### src/rtl/multicycle_ctrl_unit.sv
// Control unit for a multicycle MIPS-style datapath with HI/LO multiply support.
// Moore FSM clocked on the falling edge; outputs registered alongside the state.
module multicycle_ctrl_unit #(
  parameter bit          MEM_WAIT_EN = 1'b1,
  parameter bit          MULT_EN     = 1'b1,
  parameter int unsigned MULT_CYCLES = 1
) (
  input  logic       clk,
  input  logic       reset,
  input  logic [5:0] opcode,
  input  logic [5:0] funct,
  input  logic       mem_ready,
  output logic       IorD,
  output logic       memRead,
  output logic       memWrite,
  output logic       IRWrite,
  output logic       regDest,
  output logic       regWrite,
  output logic       aluSrcA,
  output logic [1:0] aluSrcB,
  output logic [1:0] aluOp,
  output logic       hiWrite,
  output logic       loWrite,
  output logic [1:0] memToReg,
  output logic [1:0] pcSrc,
  output logic       pcWrite,
  output logic       branch,
  output logic       illegal
);

  localparam int unsigned STATE_W = 4;
  localparam int unsigned CNT_W   = 4;
  localparam logic [CNT_W-1:0] MULT_LAST = CNT_W'(MULT_CYCLES - 1);

  localparam logic [5:0] OP_MULT = 6'b011000;
  localparam logic [5:0] OP_MFHL = 6'b010000;
  localparam logic [5:0] OP_BEQ  = 6'b000100;
  localparam logic [5:0] OP_ADDI = 6'b001000;
  localparam logic [5:0] OP_LW   = 6'b100011;
  localparam logic [5:0] OP_SW   = 6'b101011;
  localparam logic [5:0] OP_J    = 6'b000010;
  localparam logic [5:0] F_MFHI  = 6'b010000;
  localparam logic [5:0] F_MFLO  = 6'b010010;

  typedef enum logic [STATE_W-1:0] {
    S_FETCH    = 4'd0,
    S_DECODE   = 4'd1,
    S_MULT     = 4'd2,
    S_HILO     = 4'd3,
    S_MFHL     = 4'd4,
    S_BEQ      = 4'd5,
    S_ADDI_EX  = 4'd6,
    S_ADDI_WB  = 4'd7,
    S_MEM_ADDR = 4'd8,
    S_LW_RD    = 4'd9,
    S_LW_WB    = 4'd10,
    S_SW_WR    = 4'd11,
    S_JUMP     = 4'd12,
    S_ILLEGAL  = 4'd13
  } state_t;

  typedef struct packed {
    logic       iord;
    logic       mem_read;
    logic       mem_write;
    logic       reg_dest;
    logic       reg_write;
    logic       alu_src_a;
    logic [1:0] alu_src_b;
    logic [1:0] alu_op;
    logic       hi_write;
    logic       lo_write;
    logic [1:0] mem_to_reg;
    logic [1:0] pc_src;
    logic       pc_write;
    logic       branch;
    logic       illegal;
    logic       fetch;
  } ctrl_t;

  state_t           r_state;
  state_t           w_next_state;
  ctrl_t            r_ctrl;
  ctrl_t            w_ctrl;
  logic [CNT_W-1:0] r_mult_cnt;
  logic             w_mem_ok;
  logic             w_fetch_done;

  // Moore output decode for a given state; funct only selects HI vs LO on writeback.
  function automatic ctrl_t decode_ctrl(input state_t s, input logic [5:0] f);
    ctrl_t c;
    c = '0;
    case (s)
      S_FETCH: begin
        c.mem_read  = 1'b1;
        c.alu_src_b = 2'b01;
        c.pc_src    = 2'b10;
        c.fetch     = 1'b1;
      end
      S_DECODE: c.alu_src_b = 2'b11;
      S_MULT: begin
        c.alu_src_a = 1'b1;
        c.alu_op    = 2'b10;
      end
      S_HILO: begin
        c.hi_write = 1'b1;
        c.lo_write = 1'b1;
      end
      S_MFHL: begin
        c.reg_dest   = 1'b1;
        c.reg_write  = 1'b1;
        c.mem_to_reg = (f == F_MFLO) ? 2'b11 : 2'b01;
      end
      S_BEQ: begin
        c.alu_src_a = 1'b1;
        c.alu_op    = 2'b01;
        c.branch    = 1'b1;
      end
      S_ADDI_EX, S_MEM_ADDR: begin
        c.alu_src_a = 1'b1;
        c.alu_src_b = 2'b10;
      end
      S_ADDI_WB: begin
        c.reg_write  = 1'b1;
        c.mem_to_reg = 2'b10;
      end
      S_LW_RD: begin
        c.iord     = 1'b1;
        c.mem_read = 1'b1;
      end
      S_LW_WB: c.reg_write = 1'b1;
      S_SW_WR: begin
        c.iord      = 1'b1;
        c.mem_write = 1'b1;
      end
      S_JUMP: begin
        c.pc_src   = 2'b01;
        c.pc_write = 1'b1;
      end
      S_ILLEGAL: c.illegal = 1'b1;
      default: c = '0;
    endcase
    return c;
  endfunction

  assign w_mem_ok = mem_ready | ~MEM_WAIT_EN;

  // Next-state logic
  always_comb begin
    w_next_state = r_state;
    case (r_state)
      S_FETCH:  if (w_mem_ok) w_next_state = S_DECODE;
      S_DECODE: begin
        case (opcode)
          OP_MULT: w_next_state = MULT_EN ? S_MULT : S_ILLEGAL;
          OP_MFHL: w_next_state = ((funct == F_MFHI) || (funct == F_MFLO)) ? S_MFHL : S_ILLEGAL;
          OP_BEQ:  w_next_state = S_BEQ;
          OP_ADDI: w_next_state = S_ADDI_EX;
          OP_LW,
          OP_SW:   w_next_state = S_MEM_ADDR;
          OP_J:    w_next_state = S_JUMP;
          default: w_next_state = S_ILLEGAL;
        endcase
      end
      S_MULT:     if (r_mult_cnt == MULT_LAST) w_next_state = S_HILO;
      S_HILO:     w_next_state = S_FETCH;
      S_MFHL:     w_next_state = S_FETCH;
      S_BEQ:      w_next_state = S_FETCH;
      S_ADDI_EX:  w_next_state = S_ADDI_WB;
      S_ADDI_WB:  w_next_state = S_FETCH;
      S_MEM_ADDR: begin
        if (opcode == OP_LW)      w_next_state = S_LW_RD;
        else if (opcode == OP_SW) w_next_state = S_SW_WR;
        else                      w_next_state = S_ILLEGAL;
      end
      S_LW_RD:    if (w_mem_ok) w_next_state = S_LW_WB;
      S_LW_WB:    w_next_state = S_FETCH;
      S_SW_WR:    if (w_mem_ok) w_next_state = S_FETCH;
      S_JUMP:     w_next_state = S_FETCH;
      S_ILLEGAL:  w_next_state = S_ILLEGAL;
      default:    w_next_state = S_FETCH;
    endcase
  end

  // State, multiply counter and registered outputs; reset loads FETCH decode.
  always_ff @(negedge clk or posedge reset) begin
    if (reset) begin
      r_state    <= S_FETCH;
      r_mult_cnt <= '0;
      r_ctrl     <= decode_ctrl(S_FETCH, 6'd0);
    end else begin
      r_state <= w_next_state;
      r_ctrl  <= decode_ctrl(w_next_state, funct);
      if ((r_state == S_MULT) && (r_mult_cnt != MULT_LAST)) begin
        r_mult_cnt <= r_mult_cnt + CNT_W'(1);
      end else begin
        r_mult_cnt <= '0;
      end
    end
  end

  // Everything is held low while reset is asserted.
  assign w_ctrl       = reset ? '0 : r_ctrl;
  assign w_fetch_done = w_ctrl.fetch & w_mem_ok;

  assign IorD     = w_ctrl.iord;
  assign memRead  = w_ctrl.mem_read;
  assign memWrite = w_ctrl.mem_write;
  assign IRWrite  = w_fetch_done;
  assign regDest  = w_ctrl.reg_dest;
  assign regWrite = w_ctrl.reg_write;
  assign aluSrcA  = w_ctrl.alu_src_a;
  assign aluSrcB  = w_ctrl.alu_src_b;
  assign aluOp    = w_ctrl.alu_op;
  assign hiWrite  = w_ctrl.hi_write;
  assign loWrite  = w_ctrl.lo_write;
  assign memToReg = w_ctrl.mem_to_reg;
  assign pcSrc    = w_ctrl.pc_src;
  assign pcWrite  = w_ctrl.pc_write | w_fetch_done;
  assign branch   = w_ctrl.branch;
  assign illegal  = w_ctrl.illegal;

endmodule

### config.mk
export PLATFORM = sky130hd
export DESIGN_NAME = multicycle_ctrl_unit
export DESIGN_NICKNAME = d
export VERILOG_FILES = /design/src/rtl/multicycle_ctrl_unit.sv
export SDC_FILE = /design/constraint.sdc
export NUM_CORES = 1
export LEC_CHECK = 0
export ABC_AREA = 1
export CORE_MARGIN = 2
export CORE_UTILIZATION = 40
export DETAILED_ROUTE_END_ITERATION = 10
export PLACE_DENSITY = 0.69
export SLEW_MARGIN = 30
export SYNTH_ARGS = -nofsm -noshare
export SYNTH_HDL_FRONTEND = slang
export SYNTH_SLANG_ARGS = --single-unit
### constraint.sdc
create_clock -name clk -period 1.4 [get_ports clk]
set_input_delay 0.21 -clock clk [delete_from_list [all_inputs] [get_ports clk]]
set_output_delay 0.21 -clock clk [all_outputs]
set_load 0.1 [all_outputs]
==> results.json <==
{
  "r2r-end": "r_ctrl[14]$_DFF_NP0_",
  "layout.nets": 301,
  "hold_viol_final": 0,
  "grt_max_degree": 14,
  "synth-edff-count": 0,
  "netlist.area_leader.share_pct": 36.2,
  "start_kind": "flop",
  "power_density_nw_per_um2": 2200,
  "violations": "setup timing",
  "cap_violations": 0,
  "required_ns": 1.19,
  "die_width_um": 64.2,
  "finalPower_mw": 6.44,
  "ant_nets": 0,
  "yosysMostFrequentCell": "nor2_1",
  "hold_slack_ns": 0.482,
  "r2r_slack_ns": -0.41,
  "vias_per_cell": 4.94,
  "critical_path.cell_chain": "inv_2 -> nor2_4 -> nand2_4 -> o21ai_4 -> buf_12",
  "clock_latency_ns": 0.41,
  "endpoint_kind": "output pin",
  "netlist_area_um2": 1450,
  "htreeDepth": 1,
  "synth_fp_nets": 219,
  "crit_arrival_ns": 2.16,
  "routedWlPerCell_um": 15.5,
  "clkTransAtPathRegs_ns": 0.10,
  "seqCellArea_um2": 604,
  "die_area_um2": 4120,
  "yosys_most_used_dff": "dfrtn_1",
  "drive_above_1_share_pct": 67.5,
  "drc": 0,
  "rr_startpoint": "r_state[0]$_DFF_NP0_",
  "worst_path_max_delay_cell": "dfstp_2",
  "syn2layout_area_growth_pct": 102,
  "ff2ff_path_depth": 11,
  "multi_input_area_um2": 1070,
  "fin_skew_ns": 0.106,
  "cts.sinks": 24,
  "p_leak_nw": 1.36,
  "slew_viol_final": 0,
  "first_iter_violations": 45,
  "fin_util_pct": 85.9,
  "grt-ovfl-total": 0,
  "async_flop_share_pct": 100,
  "finalWorstSetupSlack_ns": -0.968,
  "ios": 35,
  "yosys_warnings": 0,
  "numCtsBuffers": 3,
  "slew_headroom_pct": 81.9,
  "grt_pass1_vias": 1536,
  "crit_fanout": 2,
  "status": "finished, violations left",
  "io_buffers": 34,
  "rows": 21,
  "first_pass_iters": 4,
  "wl_um": 5090,
  "ys_types": 23,
  "grtUsageTotal_pct": 21.2,
  "hpwl_um": 2730,
  "cpPeakStageDelay_ns": 0.55,
  "cts_tree": "yes",
  "grt_pass1_wl_um": 7040,
  "setup_viol": 39,
  "avgSynthCellArea_um2": 7.18,
  "ys_ff_latch": 24,
  "coreArea_um2": 3420,
  "hold_class": "in -> async",
  "yosysSeqAreaShare_pct": 41.7,
  "antenna_cells": 0,
  "peakVddDrop_mv": 1.87,
  "place_ws_ns": -1.30,
  "crit_type": "reg -> out",
  "synthCells": 202,
  "antenna_found_initial": 0,
  "die_h_um": 64.2,
  "yosysTopAreaCell": "dfrtn_1",
  "worst_slew_pin_slew_ns": 0.271,
  "cts_max_path_buffers": 2,
  "rsz0062_at_grt": "true",
  "clock-root-buffer": "clkbuf_4",
  "vias": 1624,
  "start_util_pct": 42.5,
  "ys_top_cells_by_count": "nor2_1 (44), inv_1 (41), nand2_1 (30)",
  "ys_top_cells_by_area": "dfrtn_1 (36%), nor2_1 (11%), inv_1 (11%)",
  "place.gp.congestion": 0.829,
  "nFillCells": 173
}
## repair_timing
action,CTS,global route
pin swaps,43,36
resized for setup,95,44
hold buffers,0,0
setup endpoints to repair,39,39
gates cloned,0,0
setup buffers,17,7
## state kept, by name, summed over array words and instances, names as in the netlist
name,count
r_ctrl,16
r_state,4
r_mult_cnt,4
## final cells by class
type                    count  share of cell area (%)
clock buffers               3                   0.768
clock inverters             4                   0.555
inverters                  46                    6.66
multi-input cells         127                    36.3
flip-flops and latches     24                    20.6
well taps                  46                    1.96
repair buffers             79                    33.1
## stage by stage
stage / cells / instance area, um2 / setup TNS, ns
after floorplan: 202 / 1730 / -19.77
after global placement: 306 / 2480 / -26.70
after detailed placement: 306 / 2480 / -27.67
after CTS: 327 / 2770 / -21.05
after global routing: 329 / 2930 / -23.22
final: 329 / 2930 / -21.66
## report_power, final
part | total, mW | switching, mW | leakage (nW) | internal, mW
combinational | 4.96 | 2.86 | 1.01 | 2.10
sequential | 1.10 | 0.154 | 0.314 | 0.947
clock | 0.380 | 0.262 | 0.0337 | 0.118
total | 6.44 | 3.28 | 1.36 | 3.16
## layout by cell type (no fill, tap or decap), drive strengths merged, types with 2 or more instances in the layout
master / instances
dfstp: 3
inv: 47
clkinvlp: 2
nand2: 38
nor2: 56
nand4: 2
dfrtn: 21
ha: 2
clkbuf: 5
buf: 73
o21ai: 3
dlygate4sd2: 3
nand3: 20
## worst max-delay path: cells and delay by family (launching register included)
kind | cells | cell delay, ns
DFF | 1 | 0.55
buffers and inverters | 2 | 0.24
and+or+nand+nor | 2 | 0.20
AOI/OAI and AO/OA | 1 | 0.07
## cells by family (layout without fill, tap and decap cells)
kind of cell,count (synthesis),in the layout,synth area share (%)
flops,24,24,41.7
compound gates,4,4,2.07
simple gates,119,119,39.6
buf+inv,51,132,13.7
xor+xnor,2,2,1.21
fa+ha+maj,2,2,1.73
## worst max-delay path by stage
stage / endpoint / depth (start not counted) / slack, ns / start
final: pcWrite / 5 / -0.97 / r_ctrl[0]$_DFF_NP1_
after global routing: pcWrite / 5 / -1.01 / r_ctrl[0]$_DFF_NP1_
after CTS: pcWrite / 5 / -0.91 / r_ctrl[0]$_DFF_NP1_
after detailed placement: r_ctrl[13]$_DFF_NP0_ / 14 / -1.30 / opcode[2]
after global placement: r_ctrl[14]$_DFF_NP0_ / 14 / -1.24 / opcode[2]
after floorplan: IRWrite / 4 / -1.06 / r_ctrl[0]$_DFF_NP1_
## metal layers
metal  vias up  GRT usage, %  routed length, um
met2        57          39.1               2780
met4         0          2.39                133
met1       795          26.8               1920
li1        759             -                  -
met3        13          3.35                253
met5         -             0                  0
No activity file was read; power rests on OpenSTA's default activity.
